File: config.mk
export PLATFORM = sky130hd
export DESIGN_NAME = ssd_scan_driver
export DESIGN_NICKNAME = d
export VERILOG_FILES = /design/src/rtl/ssd_pkg.sv /design/src/rtl/ssd_scan_driver_hex_to_seg.sv /design/src/rtl/ssd_scan_driver.sv
export SDC_FILE = /design/constraint.sdc
export NUM_CORES = 1
export LEC_CHECK = 0
export ABC_AREA = 1
export ABC_CLOCK_PERIOD_IN_PS = 3600
export BUFFER_PORTS_ARGS = -buffer_cell sky130_fd_sc_hd__buf_4
export CAP_MARGIN = 20
export CORE_ASPECT_RATIO = 1.4
export CORE_MARGIN = 10
export CORE_UTILIZATION = 54
export DETAILED_ROUTE_END_ITERATION = 7
export PLACE_DENSITY = 0.71
export SETUP_SLACK_MARGIN = 0.05
export SLEW_MARGIN = 25
export SYNTH_ARGS = -nofsm -noshare
export SYNTH_HDL_FRONTEND = slang
export SYNTH_HIERARCHICAL = 1
export SYNTH_SLANG_ARGS = --single-unit
File: constraint.sdc
create_clock -name clk -period 3.6 [get_ports clk]
set_input_delay 0.54 -clock clk [delete_from_list [all_inputs] [get_ports clk]]
set_output_delay 0.54 -clock clk [all_outputs]
set_load 0.03 [all_outputs]
File: src/rtl/ssd_pkg.sv
// Shared constants and helpers for the seven-segment scan driver.
// Segment patterns are a..g on bits [6]..[0], active-low (0 = lit).
package ssd_pkg;

  localparam logic [6:0] SEG_BLANK = 7'b1111111;

  localparam logic [6:0] SEG_HEX_0 = 7'b0000001;
  localparam logic [6:0] SEG_HEX_1 = 7'b1001111;
  localparam logic [6:0] SEG_HEX_2 = 7'b0010010;
  localparam logic [6:0] SEG_HEX_3 = 7'b0000110;
  localparam logic [6:0] SEG_HEX_4 = 7'b1001100;
  localparam logic [6:0] SEG_HEX_5 = 7'b0100100;
  localparam logic [6:0] SEG_HEX_6 = 7'b0100000;
  localparam logic [6:0] SEG_HEX_7 = 7'b0001111;
  localparam logic [6:0] SEG_HEX_8 = 7'b0000000;
  localparam logic [6:0] SEG_HEX_9 = 7'b0001100;
  localparam logic [6:0] SEG_HEX_A = 7'b0001000;
  localparam logic [6:0] SEG_HEX_B = 7'b1100000;
  localparam logic [6:0] SEG_HEX_C = 7'b0110001;
  localparam logic [6:0] SEG_HEX_D = 7'b1000010;
  localparam logic [6:0] SEG_HEX_E = 7'b0110000;
  localparam logic [6:0] SEG_HEX_F = 7'b0111000;

  // Counter width able to hold 0..n-1, never narrower than one bit.
  function automatic int width_for(input int n);
    return ($clog2(n) < 1) ? 1 : $clog2(n);
  endfunction

endpackage

File: src/rtl/ssd_scan_driver_hex_to_seg.sv
// Combinational hex nibble to active-low seven-segment decoder.
module hex_to_seg
  import ssd_pkg::*;
(
  input  logic [3:0] nibble,
  output logic [6:0] seg
);

  // Decode the nibble into its a..g segment pattern.
  always_comb begin
    // NOTE: assign a default before the case so no path can leave seg unassigned and infer a latch.
    seg = SEG_BLANK;
    unique case (nibble)
      4'h0: seg = SEG_HEX_0;
      4'h1: seg = SEG_HEX_1;
      4'h2: seg = SEG_HEX_2;
      4'h3: seg = SEG_HEX_3;
      4'h4: seg = SEG_HEX_4;
      4'h5: seg = SEG_HEX_5;
      4'h6: seg = SEG_HEX_6;
      4'h7: seg = SEG_HEX_7;
      4'h8: seg = SEG_HEX_8;
      4'h9: seg = SEG_HEX_9;
      4'hA: seg = SEG_HEX_A;
      4'hB: seg = SEG_HEX_B;
      4'hC: seg = SEG_HEX_C;
      4'hD: seg = SEG_HEX_D;
      4'hE: seg = SEG_HEX_E;
      4'hF: seg = SEG_HEX_F;
    endcase
  end

endmodule

File: src/rtl/ssd_scan_driver.sv
// Time-multiplexed driver for an N-digit common-anode seven-segment display.
// A prescaler produces one tick every REFRESH_DIV cycles; each tick moves the
// scan to the next digit. Loads are buffered and only committed when the scan
// wraps to digit 0, so a frame never mixes old and new data.
module ssd_scan_driver
  import ssd_pkg::*;
#(
  parameter int NUM_DIGITS  = 4,
  parameter int REFRESH_DIV = 100000,
  parameter int LZ_SUPPRESS = 0
) (
  input  logic                      clk,
  input  logic                      reset,
  input  logic [4*NUM_DIGITS-1:0]   valueIn,
  input  logic [NUM_DIGITS-1:0]     dpIn,
  input  logic [NUM_DIGITS-1:0]     blankIn,
  input  logic                      loadIn,
  output logic                      loadAck,
  output logic [6:0]                sevenOut,
  output logic                      dpOut,
  output logic [NUM_DIGITS-1:0]     anodeOut,
  output logic                      frameStart
);

  localparam int IW = width_for(NUM_DIGITS);
  localparam int PW = width_for(REFRESH_DIV);
  localparam int VW = 4 * NUM_DIGITS;

  localparam logic [PW-1:0] PRESC_LAST = PW'(REFRESH_DIV - 1);
  localparam logic [IW-1:0] IDX_LAST   = IW'(NUM_DIGITS - 1);

  logic [PW-1:0]         presc;
  logic [IW-1:0]         index;
  logic [IW-1:0]         index_nxt;
  logic                  tick;
  logic                  boundary;
  logic                  commit;

  logic [VW-1:0]         pend_value;
  logic [NUM_DIGITS-1:0] pend_dp;
  logic [NUM_DIGITS-1:0] pend_blank;
  logic                  pend_flag;

  logic [VW-1:0]         disp_value;
  logic [NUM_DIGITS-1:0] disp_dp;
  logic [NUM_DIGITS-1:0] disp_blank;

  logic [VW-1:0]         eff_value;
  logic [NUM_DIGITS-1:0] eff_dp;
  logic [NUM_DIGITS-1:0] eff_blank;
  logic [3:0]            nibble;
  logic [6:0]            seg_enc;
  logic                  upper_zero;
  logic                  digit_blank;
  logic [6:0]            seven_nxt;
  logic                  dp_nxt;
  logic [NUM_DIGITS-1:0] anode_nxt;

  assign tick      = (presc == PRESC_LAST);
  assign index_nxt = (index == IDX_LAST) ? '0 : index + IW'(1);
  assign boundary  = tick && (index_nxt == '0);
  assign commit    = boundary && pend_flag;

  // Free-running prescaler that wraps at REFRESH_DIV-1.
  always_ff @(posedge clk or posedge reset) begin
    if (reset) begin
      presc <= '0;
    end else if (tick) begin
      // NOTE: state registers use non-blocking assignments so every flop samples pre-edge values.
      presc <= '0;
    end else begin
      presc <= presc + PW'(1);
    end
  end

  // Digit index; starts at the last digit so the first tick selects digit 0.
  always_ff @(posedge clk or posedge reset) begin
    if (reset) begin
      index <= IDX_LAST;
    end else if (tick) begin
      index <= index_nxt;
    end
  end

  // Pending buffer: latest load wins; a load on the commit cycle re-arms it.
  always_ff @(posedge clk or posedge reset) begin
    if (reset) begin
      // NOTE: data registers are reset too, because a cleared display is visible behaviour here.
      pend_value <= '0;
      pend_dp    <= '0;
      pend_blank <= '0;
      pend_flag  <= 1'b0;
    end else begin
      if (commit) begin
        pend_flag <= 1'b0;
      end
      if (loadIn) begin
        pend_value <= valueIn;
        pend_dp    <= dpIn;
        pend_blank <= blankIn;
        pend_flag  <= 1'b1;
      end
    end
  end

  // Displayed data, replaced only at a frame boundary.
  always_ff @(posedge clk or posedge reset) begin
    if (reset) begin
      disp_value <= '0;
      disp_dp    <= '0;
      disp_blank <= '0;
    end else if (commit) begin
      disp_value <= pend_value;
      disp_dp    <= pend_dp;
      disp_blank <= pend_blank;
    end
  end

  // Render the digit about to be selected, bypassing freshly committed data.
  always_comb begin
    eff_value = commit ? pend_value : disp_value;
    eff_dp    = commit ? pend_dp    : disp_dp;
    eff_blank = commit ? pend_blank : disp_blank;
    nibble    = eff_value[4*index_nxt +: 4];

    upper_zero = 1'b1;
    for (int j = 0; j < NUM_DIGITS; j++) begin
      if (j >= int'(index_nxt) && eff_value[4*j +: 4] != 4'h0) begin
        upper_zero = 1'b0;
      end
    end
    digit_blank = eff_blank[index_nxt] ||
                  ((LZ_SUPPRESS != 0) && (index_nxt != '0) && upper_zero);

    seven_nxt = SEG_BLANK;
    dp_nxt    = 1'b1;
    anode_nxt = '1;
    if (!digit_blank) begin
      seven_nxt = seg_enc;
      dp_nxt    = ~eff_dp[index_nxt];
      for (int j = 0; j < NUM_DIGITS; j++) begin
        anode_nxt[j] = (j == int'(index_nxt)) ? 1'b0 : 1'b1;
      end
    end
  end

  hex_to_seg u_hex_to_seg (
    .nibble (nibble),
    .seg    (seg_enc)
  );

  // Output registers: pins change only on ticks; pulses last one cycle.
  always_ff @(posedge clk or posedge reset) begin
    if (reset) begin
      sevenOut   <= SEG_BLANK;
      dpOut      <= 1'b1;
      anodeOut   <= '1;
      loadAck    <= 1'b0;
      frameStart <= 1'b0;
    end else begin
      loadAck    <= commit;
      frameStart <= boundary;
      if (tick) begin
        sevenOut <= seven_nxt;
        dpOut    <= dp_nxt;
        anodeOut <= anode_nxt;
      end
    end
  end

endmodule
Yosys cells after proc, flatten, opt, wreduce, memory -nomap -nowiden
Memory sizes are Yosys's and may differ from the RTL's.
Index checks and enable logic that the tools add are counted.
{"block": "word_totals", "ff_bits": 82, "romBits": 112, "input_bits": 27, "out_inout_bits": 14, "wordCells": 48, "n_memories": 1}
{"block": "op_classes", "n_addsub": 2, "n_lt_le_gt_ge": 1, "eq_ne": 5, "n_shift": 1, "n_mux": 18, "bitwise": 1, "reduce_logical": 5}
{"name": "(no name shown)", "words": 16, "width": 7, "read_ports": 1, "rd_clocked_by_memory_dff": 0, "wr": 0, "line": "ssd_scan_driver_hex_to_seg.sv:13", "text": "unique case (nibble)"}
{"cell": "adder 17 x 1 -> 17 bit, second input constant", "n": 1}
{"cell": "== test 17 bit, second input constant", "n": 1}
{"cell": "two-way mux 17 bit", "n": 1}
{"cell": "two-way mux 16 bit", "n": 1}
{"cell": "variable part select 16 x 5 -> 4 bit", "n": 1}
{"cell": "two-way mux 4 bit", "n": 3}
{"cell": "two-way mux 1 bit", "n": 9}
{"cell": "two-way mux 7 bit", "n": 1}
{"cell": "binary-select mux 1 bit (select 2 bit)", "n": 2}
{"cell": "== test 2 bit, first input constant", "n": 2}
{"cell": "logical NOT 2 bit", "n": 2}
{"cell": "less-than comparator 2 x 3 -> 1 bit, second input constant", "n": 1}
{"cell": "adder 2 x 1 -> 2 bit, second input constant", "n": 1}
{"cell": "== test 1 x 2 -> 1 bit, first input constant", "n": 1}
{"cell": "== test 2 bit, second input constant", "n": 1}
{"cell": "logical AND 1 bit", "n": 2}
{"cell": "two-way mux 2 bit", "n": 1}
{"cell": "nonzero test 2 bit", "n": 1}
{"cell": "inverter 1 bit", "n": 1}

Depth between registers and ports, before layout
Gate-level depths: netlist of run 1.
{"block": "logic_depth", "depth_word": 10, "mapped_depth": 22, "ltp_nobuf": 21}

By module
Netlist of run 1, hierarchy kept.
{"module": "ssd_scan_driver", "n_inst": 1, "cells_per_inst": 476, "area_per_inst_um2": 3925.0, "seq_area_each_um2": 2069.5}
{"module": "hex_to_seg", "n_inst": 1, "cells_per_inst": 48, "area_per_inst_um2": 259.0, "seq_area_each_um2": 0.0}

Least setup slack after synthesis of run 1
Ideal clock, no wire load.
{"block": "synth_path", "kind": "register to register", "from": "register presc[0]", "to": "register sevenOut[3]", "setup_time_ps": 72, "arrival_ps": 2679, "required_time_ps": 3528, "slack_ps": 849, "path_stages_with_launch": 23, "n_path_buf": 1, "synth_period_minus_slack_ps": 2751, "path_cell_list": "dfrtp_1 -> ha_1 -> nand3_2 -> inv_1 -> nand3_2 -> nor2_4 -> nand3_4 -> buf_6 -> nor2_1 -> a21oi_1 -> inv_1 -> nor2_1 -> o21ai_1 -> inv_1 -> ha_1 -> nand2_1 -> nand2_1 -> nand2_1 -> nand2_1 -> nor2_1 -> nand2_1 -> nand2_1 -> inv_1"}
{"block": "synth_between", "elab_chain_cells": 7, "word_cells_on_any_way": 10, "classes_between": "1 x eq/ne; 1 x shift; 5 x mux; 2 x reduce/logical; 1 x memory"}
{"element": "from (decl)", "line": "ssd_scan_driver.sv:32", "text": "logic [PW-1:0] presc;"}
{"element": "from (signal assigned)", "line": "ssd_scan_driver.sv:72", "text": "presc <= presc + PW'(1);"}
{"element": "== test 17 bit", "line": "ssd_scan_driver.sv:59", "text": "assign tick = (presc == PRESC_LAST);"}
{"element": "logical AND 1 bit", "line": "ssd_scan_driver.sv:61", "text": "assign boundary = tick && (index_nxt == '0);"}
{"element": "logical AND 1 bit", "line": "ssd_scan_driver.sv:62", "text": "assign commit = boundary && pend_flag;"}
{"element": "two-way mux 16 bit"}
{"element": "net eff_value[0]", "line": "ssd_scan_driver.sv:48", "text": "logic [VW-1:0] eff_value;"}
{"element": "variable part select 16 x 5 -> 4 bit", "line": "ssd_scan_driver.sv:124", "text": "nibble = eff_value[4*index_nxt +: 4];"}
{"element": "net nibble[0]", "line": "ssd_scan_driver.sv:51", "text": "logic [3:0] nibble;"}
{"element": "memory (16 x 7 bit)"}
{"element": "net seg_enc[3]", "line": "ssd_scan_driver.sv:52", "text": "logic [6:0] seg_enc;"}
{"element": "two-way mux 7 bit", "line": "ssd_scan_driver.sv:138", "text": "if (!digit_blank) begin"}
{"element": "to (signal assigned)", "line": "ssd_scan_driver.sv:164", "text": "sevenOut <= seven_nxt;"}
{"element": "to (decl)", "line": "ssd_scan_driver.sv:19", "text": "output logic [6:0] sevenOut,"}
The timed path passes the listed nets, and every way through them passes these cells. The select of a mux whose other input is x is not followed.
A chain may end at the register's enable or synchronous reset.

Worst setup path in the final report of run 1
Ends and elaborated chain as after synthesis.

==> impl_summary.txt, run 1 <==
----------------------------------------------------
[Outcome]
  Status ... completed

[Global route]
  GR peak layer ... met2
  Via count of the first global-routing pass ... 3242
  Met2 global-route usage ... 0.2547
  Wire length of the first global-routing pass ... 14320 um
  Largest net degree at the start of global routing ... 61
  Number of antenna violations at the first check in global routing ... 0
  Met1 Usage GRT ... 0.1743
  Met3 track demand over resource ... 0.04576
  GRT Total Usage ... 0.1516
  Overflow left after global routing ... 0

[Die]
  Initial cell density of the core ... 0.5614
  Core Region ... ~7500 sq um
  Overall die area ... 11720 sq um
  Die H ... about 120 um
  Placement Rows ... 37
  Die width ... 94.40 um
  Number of placed I/O pins ... 41

[Yosys]
  Register bit total from synthesis ... slightly above 80
  Total number of yosys warnings ... 6
  Post-synth cell types ... 28
  Area fraction of the dominant cell type after synthesis ... 0.4067
  Leading post-synthesis cells by cell area ... dfrtp_1 (41%), nand2_1 (11%), dfstp_2 (8.8%), inv_1 (8.6%), nand3_1 (4.2%)
  Synthesized netlist net count ... ~560
  Post-Syn Area ... approximately 4200 sq um
  Mapped Avg Cell Area ... 7.985 sq um
  Cell taking the most area after synthesis ... dfrtp_1
  Post-Synthesis Cells ... around 520
  Seq/Total Area, Yosys ... 0.4946

[Final layout]
  Filler Cells Inserted ... ~640
  Fin nets ... 600
  Antenna diodes ... 0
  Most common library cell in the layout ignoring fill and taps ... nand2_1
  Share of cells above drive strength 1 ... 0.1784
  Synthesis-to-layout area growth ... 13.40%
  Util after Layout ... 0.6366
  Most used cells in the layout excluding fill and tap cells ... nand2_1 (126), inv_1 (95), dfrtp_1 (68)

[Clock tree]
  Clk sinks ... between 80 and 90
  Master cell of the clock root buffer ... clkbuf_8
  Clock insertion delay at the later pin of the skew report ... 0.36 ns
  CTS buffer count ... 9
  Cells resized by post-CTS repair ... 0
  Number of H-tree levels ... 3
  CTS tree ... yes
  Deepest clock path buffer count ... 2
  Clk slew on worst S/H paths ... 0.08 ns

[Power]
  Clock power share ... 0.402
  Reg power frac ... 0.553
  Share of total power in combinational logic ... 0.045
  Sw Pwr ... ~370 uW
  Max IR drop VDD ... between 0.0002 and 0.00025 V
  Int Pwr ... about 1400 uW
  Cell area power density ... 362.8 nW/um^2
  Sw Share ... 0.2148
  Pleak ... between 0.002 and 0.003 uW

[Timing]
  Total negative slack for setup checks ... 0 ns
  Final count of pins violating max slew ... 0
  Final period util ... 0.8654
  Achievable clock frequency ... 0.3210 GHz
  Worst max-slew margin expressed relative to the limit ... 0.5195
  Clock period minus worst slack ... 3.115 ns
  RSZ-0062 raised after global routing ... no
  Total count of hold-check failures in the final report ... 0
  Finish-stage setup viols ... 0
  Worst Tran Pin Value ... 0.7208 ns
  Maximum clock skew at final layout ... 0.008235 ns

[Route]
  Average detailed-routed wire length per instance ... about 13 um
  Final WL ... ~8500 um
  Residual antenna-violating net count after detailed routing ... 0
  DRC viols ... 0
  Total number of vias ... around 3300
  Detailed-router iteration count before antenna repair ... 5
  Initial detailed-routing violation count ... between 100 and 150
  Number of vias per cell ... about 4.9

[Placement]
  Final weighted congestion in routability-driven placement ... between 0.8 and 0.9
  Post-detailed-placement half-perimeter wirelength ... 5984 um
  Number of port buffers ... 40

[Worst setup path]
  Slack of the worst reg-to-reg path ... between 0.4 and 0.5 ns
  Required time of the worst setup path ... just under 4 ns
  Data arrival time of the worst path ... roughly 3.4 ns
  Setup Crit Path Kind ... register to register
  CP Capture Type ... register
  Kind of start point of the critical path ... register
  Maximum net fanout on the critical path ... 19

[Run]
  Maximum Capacitance Violations ... 0

[Min path]
  Class of the most critical hold timing path ... input pin to asynchronous set/reset pin

----------------------------------------------------
per-stage QoR:
stage | setup WS [ns] | std cells | hold WS [ns] | instance area [sq um] | total power (uW)
floorplan | 0.8490 | 524 | 0.4329 | 4184 | 1012
global placement | 0.4541 | 646 | 0.4438 | 4526 | 1048
detailed placement | 0.4073 | 646 | 0.4550 | 4526 | 1050
CTS | 0.3761 | 662 | 0.3660 | 4733 | 1745
global route | 0.08098 | 663 | 0.3636 | 4745 | 1794
finish | 0.4846 | 663 | 0.2939 | 4745 | 1721
path summary, 6_finish.rpt:
path | from | to | cells past startpoint
setup reg to reg | presc[0] | sevenOut[3] | 21
hold / removal | reset | pend_value[6] | 2
max in group asynchronous | reset | anodeOut[1] | 3
setup / recovery | presc[0] | sevenOut[3] | 21
hold reg to reg | presc[0] | presc[0] | 1
min in group clk | dpIn[1] | pend_dp[1] | 3
registers in the layout (all words and copies together), names as in the netlist, 2 cells and up:
| register | count |
|---|---|
| presc | 17 |
| disp_value | 16 |
| pend_value | 16 |
| sevenOut | 7 |
| anodeOut | 4 |
| disp_blank | 4 |
| disp_dp | 4 |
| pend_blank | 4 |
| pend_dp | 4 |
| index | 2 |
worst max-delay path, stage by stage, from the launching register on:
cell	delay, ns
dfrtp_1	0.38
ha_1	0.21
nand3_2	0.12
inv_1	0.14
nand3_2	0.11
nor2_4	0.15
nand3_4	0.21
nor2_1	0.19
a21oi_1	0.06
inv_1	0.07
nor2_1	0.04
o21ai_1	0.34
inv_1	0.17
ha_1	0.36
nand2_1	0.08
nand2_1	0.06
nand2_1	0.05
nand2_1	0.05
nor2_1	0.09
nand2_1	0.06
nand2_1	0.06
inv_1	0.03
synth_stat cells, drive strengths merged:
cell	number
a21oi	14
and2	4
buf	7
clkbuf	11
dfrtp	68
dfstp	14
ha	12
inv	99
nand2	132
nand3	40
nand4	8
nor2	48
nor3	2
nor4	3
o21a	8
o21ai	35
or2	11
xnor2	1
xor2	7
cell families (layout without fill, tap and decap cells):
group / after synthesis / after routing / synth area share
flip-flops: 82 / 82 / 0.4946
XOR/XNOR: 8 / 8 / 0.01675
adder cells (fa/ha/maj): 12 / 12 / 0.03588
buffers and inverters: 117 / 158 / 0.1136
AND/OR/NAND/NOR: 248 / 249 / 0.2662
AO/OA/AOI/OAI: 57 / 57 / 0.07297
cell type report:
cell class	instances	area, sq um	area share
sequential	82	2069	0.4362
multi-input combinational	326	1649	0.3476
clock buffer	14	172.7	0.03639
clock inverter	2	35.03	0.007384
inverter	99	374.1	0.07885
timing repair buffer	43	322.8	0.06804
tap	97	121.4	0.02558
timing repair:
action	in CTS	in global routing
hold buffers	0	0
setup buffers	0	0
endpoints found under the setup margin	0	4
power groups by stage:
stage	Combinational, uW	Clock [uW]	Sequential (uW)
after floorplan	43.8	0	968
after global placement	77.5	0	970
after detailed placement	79.5	0	970
after CTS	79.8	713	952
after global routing	91.4	748	954
final	77.2	692	952
per-layer routing:
metal	up-vias	share of wire	wire length [um]
li1	1674	-	-
met1	1481	0.44	3749
met2	89	0.48	4042
met3	16	0.060	507
met4	0	0.022	186
met5	-	0	0
Power figures use the tool's default switching activity.
==> inputs of run 2 (changes only) <==
Settings changed: ABC_AREA 1 to 0.
==> run 2 against run 1 <==
Sequential cell count did not move. Register-to-register slack got worse by 0.15 ns. Critical path type unchanged. Die area fell by 8.0%. Highest routed layer unchanged. Largest cell class unchanged. Combinational power fell by 0.9%.
==> impl_summary.txt, run 2 <==
----------------------------------------------------
[Outcome]
  Status ... completed (unchanged)

[Worst setup path]
  Required time of the worst setup path ... 3.88 ns (was 3.90 ns)
  Setup Crit Path Kind ... register to register (unchanged)
  End point of the critical path ... sevenOut[6] (was sevenOut[3])
  CP Capture Type ... register (unchanged)
  Worst setup path start ... presc[11] (was presc[0])
  Maximum cell stage delay along the critical path ... 0.54 ns (was 0.38 ns)
  R2r worst-path depth ... 13 (was 21)
  Kind of start point of the critical path ... register (unchanged)
  Data arrival time of the worst path ... 3.55 ns (was 3.42 ns)
  FF-to-FF End ... sevenOut[6] (was sevenOut[3])
  Critical path's slowest cell ... or4b_4 (was dfrtp_1)
  Slack of the worst reg-to-reg path ... 0.33 ns (was 0.48 ns)
  Depth of the critical timing path with buffers and inverters included ... 13 (was 21)
  Family of cells with the greatest summed delay on the critical path ... simple AND/OR/NAND/NOR gates (unchanged)
  Startpoint of the worst register-to-register path ... presc[11] (was presc[0])
  Sequence of cells on the critical path ... or4b_4 -> nor4_4 -> nand3_4 -> nand2_1 -> nand2_1 -> mux4_2 -> inv_1 -> ha_1 -> nor2b_1 -> or3b_1 -> o21ai_1 -> inv_1 -> a21oi_2 (was ha_1 -> nand3_2 -> inv_1 -> nand3_2 -> nor2_4 -> nand3_4 -> nor2_1 -> a21oi_1 -> inv_1 -> nor2_1 -> o21ai_1 -> inv_1 -> ha_1 -> nand2_1 -> nand2_1 -> nand2_1 -> nand2_1 -> nor2_1 -> nand2_1 -> nand2_1 -> inv_1)
  Maximum net fanout on the critical path ... 12 (was 19)
  WP buf/inv ... 2 (was 4)

[Power]
  Share of total power in combinational logic ... 0.045 (about the same)
  Cell area power density ... 389.2 nW/um^2 (was 362.8 nW/um^2)
  Int Pwr ... 1351 uW (was 1352 uW)
  Reg power frac ... 0.565 (was 0.553)
  Sw Pwr ... 356.9 uW (was 369.7 uW)
  Overall power after layout ... 1708 uW (was 1721 uW)
  Clock power share ... 0.390 (was 0.402)
  Sw Share ... 0.2089 (was 0.2148)
  Max IR drop VDD ... 0.0002904 V (was 0.0002097 V)
  Pleak ... 0.002089 uW (was 0.002691 uW)

[Yosys]
  Area fraction of the dominant cell type after synthesis ... 0.4509 (was 0.4067)
  EDFF count, synth ... 0 (unchanged)
  Total number of yosys warnings ... 6 (unchanged)
  Post-Synthesis Cells ... 334 (was 524)
  Register bit total from synthesis ... 82 (unchanged)
  Synthesized netlist net count ... 373 (was 563)
  Seq/Total Area, Yosys ... 0.5484 (was 0.4946)
  Top post-synthesis cells by count ... nand2_1 (73), dfrtp_1 (68), nor2_1 (29), mux2_2 (28), inv_1 (16) (was nand2_1 (126), inv_1 (96), dfrtp_1 (68), nor2_1 (45), nand3_1 (35))
  Post-Syn Area ... 3774 sq um (was 4184 sq um)
  Post-synth ARST share ... 1.000 (unchanged)
  Most used DFF post-synth ... dfrtp_1 (unchanged)
  Mapped Avg Cell Area ... 11.30 sq um (was 7.985 sq um)
  Leading post-synthesis cells by cell area ... dfrtp_1 (45%), dfstp_2 (9.7%), mux2_2 (8.4%), nand2_1 (7.3%), ha_1 (4.0%) (was dfrtp_1 (41%), nand2_1 (11%), dfstp_2 (8.8%), inv_1 (8.6%), nand3_1 (4.2%))
  Post-synth cell types ... 40 (was 28)
  Cell taking the most area after synthesis ... dfrtp_1 (unchanged)
  Cell with the most instances after synthesis ... nand2_1 (unchanged)

[Timing]
  Final period util ... 0.9083 (was 0.8654)
  Achievable clock frequency ... 0.3058 GHz (was 0.3210 GHz)
  Total count of hold-check failures in the final report ... 0 (unchanged)
  Final count of pins violating max slew ... 0 (unchanged)
  Worst max-slew margin expressed relative to the limit ... 0.5488 (was 0.5195)
  Finish-stage setup viols ... 0 (unchanged)
  Total negative slack for setup checks ... 0 ns (unchanged)
  Worst Tran Pin Value ... 0.6767 ns (was 0.7208 ns)
  RSZ-0062 raised after global routing ... no (unchanged)
  Maximum clock skew at final layout ... 0.005807 ns (was 0.008235 ns)
  Clock period minus worst slack ... 3.270 ns (was 3.115 ns)

[Global route]
  Number of antenna violations at the first check in global routing ... 0 (unchanged)
  GRT Total Usage ... 0.1388 (was 0.1516)
  Largest net degree at the start of global routing ... 58 (was 61)
  Overflow left after global routing ... 0 (unchanged)
  Wire length of the first global-routing pass ... 12240 um (was 14320 um)
  Via count of the first global-routing pass ... 2643 (was 3242)

[Final layout]
  Synthesis-to-layout area growth ... 16.31% (was 13.40%)
  Most used cells in the layout excluding fill and tap cells ... nand2_1 (73), dfrtp_1 (68), buf_4 (47) (was nand2_1 (126), inv_1 (95), dfrtp_1 (68))
  Top flop regs ... presc x17, disp_value x16, pend_value x16 (unchanged)
  Number of flip-flops under the largest register name ... 17 (unchanged)
  Filler Cells Inserted ... 568 (was 641)
  Register containing the most flip-flops in the final layout ... presc (unchanged)
  Fin nets ... 418 (was 600)
  Most common library cell in the layout ignoring fill and taps ... nand2_1 (unchanged)
  Share of cells above drive strength 1 ... 0.3255 (was 0.1784)
  Antenna diodes ... 0 (unchanged)

[Route]
  Final WL ... 7010 um (was 8485 um)
  DRC viols ... 0 (unchanged)
  Average detailed-routed wire length per instance ... 14.63 um (was 12.80 um)
  Number of vias per cell ... 5.171 (was 4.917)
  Initial detailed-routing violation count ... 126 (was 141)
  Total number of vias ... 2477 (was 3260)
  Detailed-router iteration count before antenna repair ... 4 (was 5)
  Residual antenna-violating net count after detailed routing ... 0 (unchanged)

[Clock tree]
  Hold buffer count at CTS ... 0 (unchanged)
  Clock insertion delay at the later pin of the skew report ... 0.35 ns (was 0.36 ns)
  Master cell of the clock root buffer ... clkbuf_8 (unchanged)
  Clk slew on worst S/H paths ... 0.08 ns (about the same)
  CTS tree ... yes (unchanged)
  Clk sinks ... 82 (unchanged)
  CTS buffer count ... 9 (unchanged)
  Number of H-tree levels ... 3 (unchanged)
  Cells resized by post-CTS repair ... 0 (unchanged)
  Post-CTS Setup Repair Bufs ... 0 (unchanged)
  Deepest clock path buffer count ... 2 (unchanged)

[Die]
  Initial cell density of the core ... 0.5476 (was 0.5614)
  Core Region ... 6892 sq um (was 7453 sq um)
  Die width ... 90.65 um (was 94.40 um)
  Number of placed I/O pins ... 41 (unchanged)
  Overall die area ... 10780 sq um (was 11720 sq um)
  Die H ... 118.9 um (was 124.2 um)
  Placement Rows ... 36 (was 37)

[Placement]
  Number of port buffers ... 40 (unchanged)
  Final weighted congestion in routability-driven placement ... 0.8146 (was 0.8853)
  Post-detailed-placement half-perimeter wirelength ... 5147 um (was 5984 um)

[Run]
  Maximum Capacitance Violations ... 0 (unchanged)

[Min path]
  Class of the most critical hold timing path ... input pin to asynchronous set/reset pin (unchanged)

----------------------------------------------------
run 2: cell count changes after synthesis, sizes merged, moves of 18 or more:
cell,delta
inv,-82
mux2,+28
nand2,-59
nand3,-32
nor2,-18
o21ai,-29
run 2: cell type report:
cell class                 count  area, sq um  share of cell area
inverter                      17        66.31             0.01511
multi-input combinational    222         1584              0.3609
timing repair buffer          47        352.8             0.08039
sequential                    82         2069              0.4715
clock buffer                  14        162.7             0.03706
tap                           95        118.9             0.02708
clock inverter                 2        35.03            0.007982
run 2: worst min path at each step:
stage	endpoint	startpoint	cells past startpoint
detailed placement	disp_value[7]	disp_value[7]	2
floorplan	disp_value[10]	disp_value[10]	2
global placement	disp_dp[2]	disp_dp[2]	2
finish	frameStart	reset	2
CTS	presc[16]	reset	2
global route	presc[6]	reset	2
run 2: logic make-up after synthesis:
| logic type | after synthesis | synth area share |
|---|---|---|
| DFF | 82 | 0.5484 |
| xor gates and xnor gates | 15 | 0.03482 |
| AOI/OAI and AO/OA | 28 | 0.05836 |
| and+or+nand+nor | 128 | 0.1542 |
| muxes | 39 | 0.1326 |
| buffers and inverters | 30 | 0.03183 |
| adders and majority gates | 12 | 0.03979 |
run 2: per-layer routing:
metal,GRT usage,wire (um)
met2,0.2292,3534
met4,0.07984,146
met5,0,0
met1,0.1593,3007
met3,0.03646,322
run 2: power groups by stage:
stage | Clock [uW] | Sequential [uW] | Combinational (uW)
after floorplan | 0 | 976 | 47.3
after global placement | 0 | 983 | 76.4
after detailed placement | 0 | 983 | 79.1
after CTS | 684 | 965 | 79.1
after global routing | 718 | 968 | 85.9
final | 667 | 965 | 76.5
run 2: through the flow:
stage               std cells  hold WS [ns]  utilization  setup slack [ns]  instance area (sq um)
global placement          461        0.4502       0.6058            0.3391                   4175
floorplan                 334        0.4360            -            0.4256                   3774
global route              479        0.3376       0.6369           0.06218                   4389
CTS                       477        0.3997       0.6345            0.2410                   4373
detailed placement        461        0.4599       0.6058            0.2779                   4175
finish                    479        0.2923       0.6369            0.3303                   4389
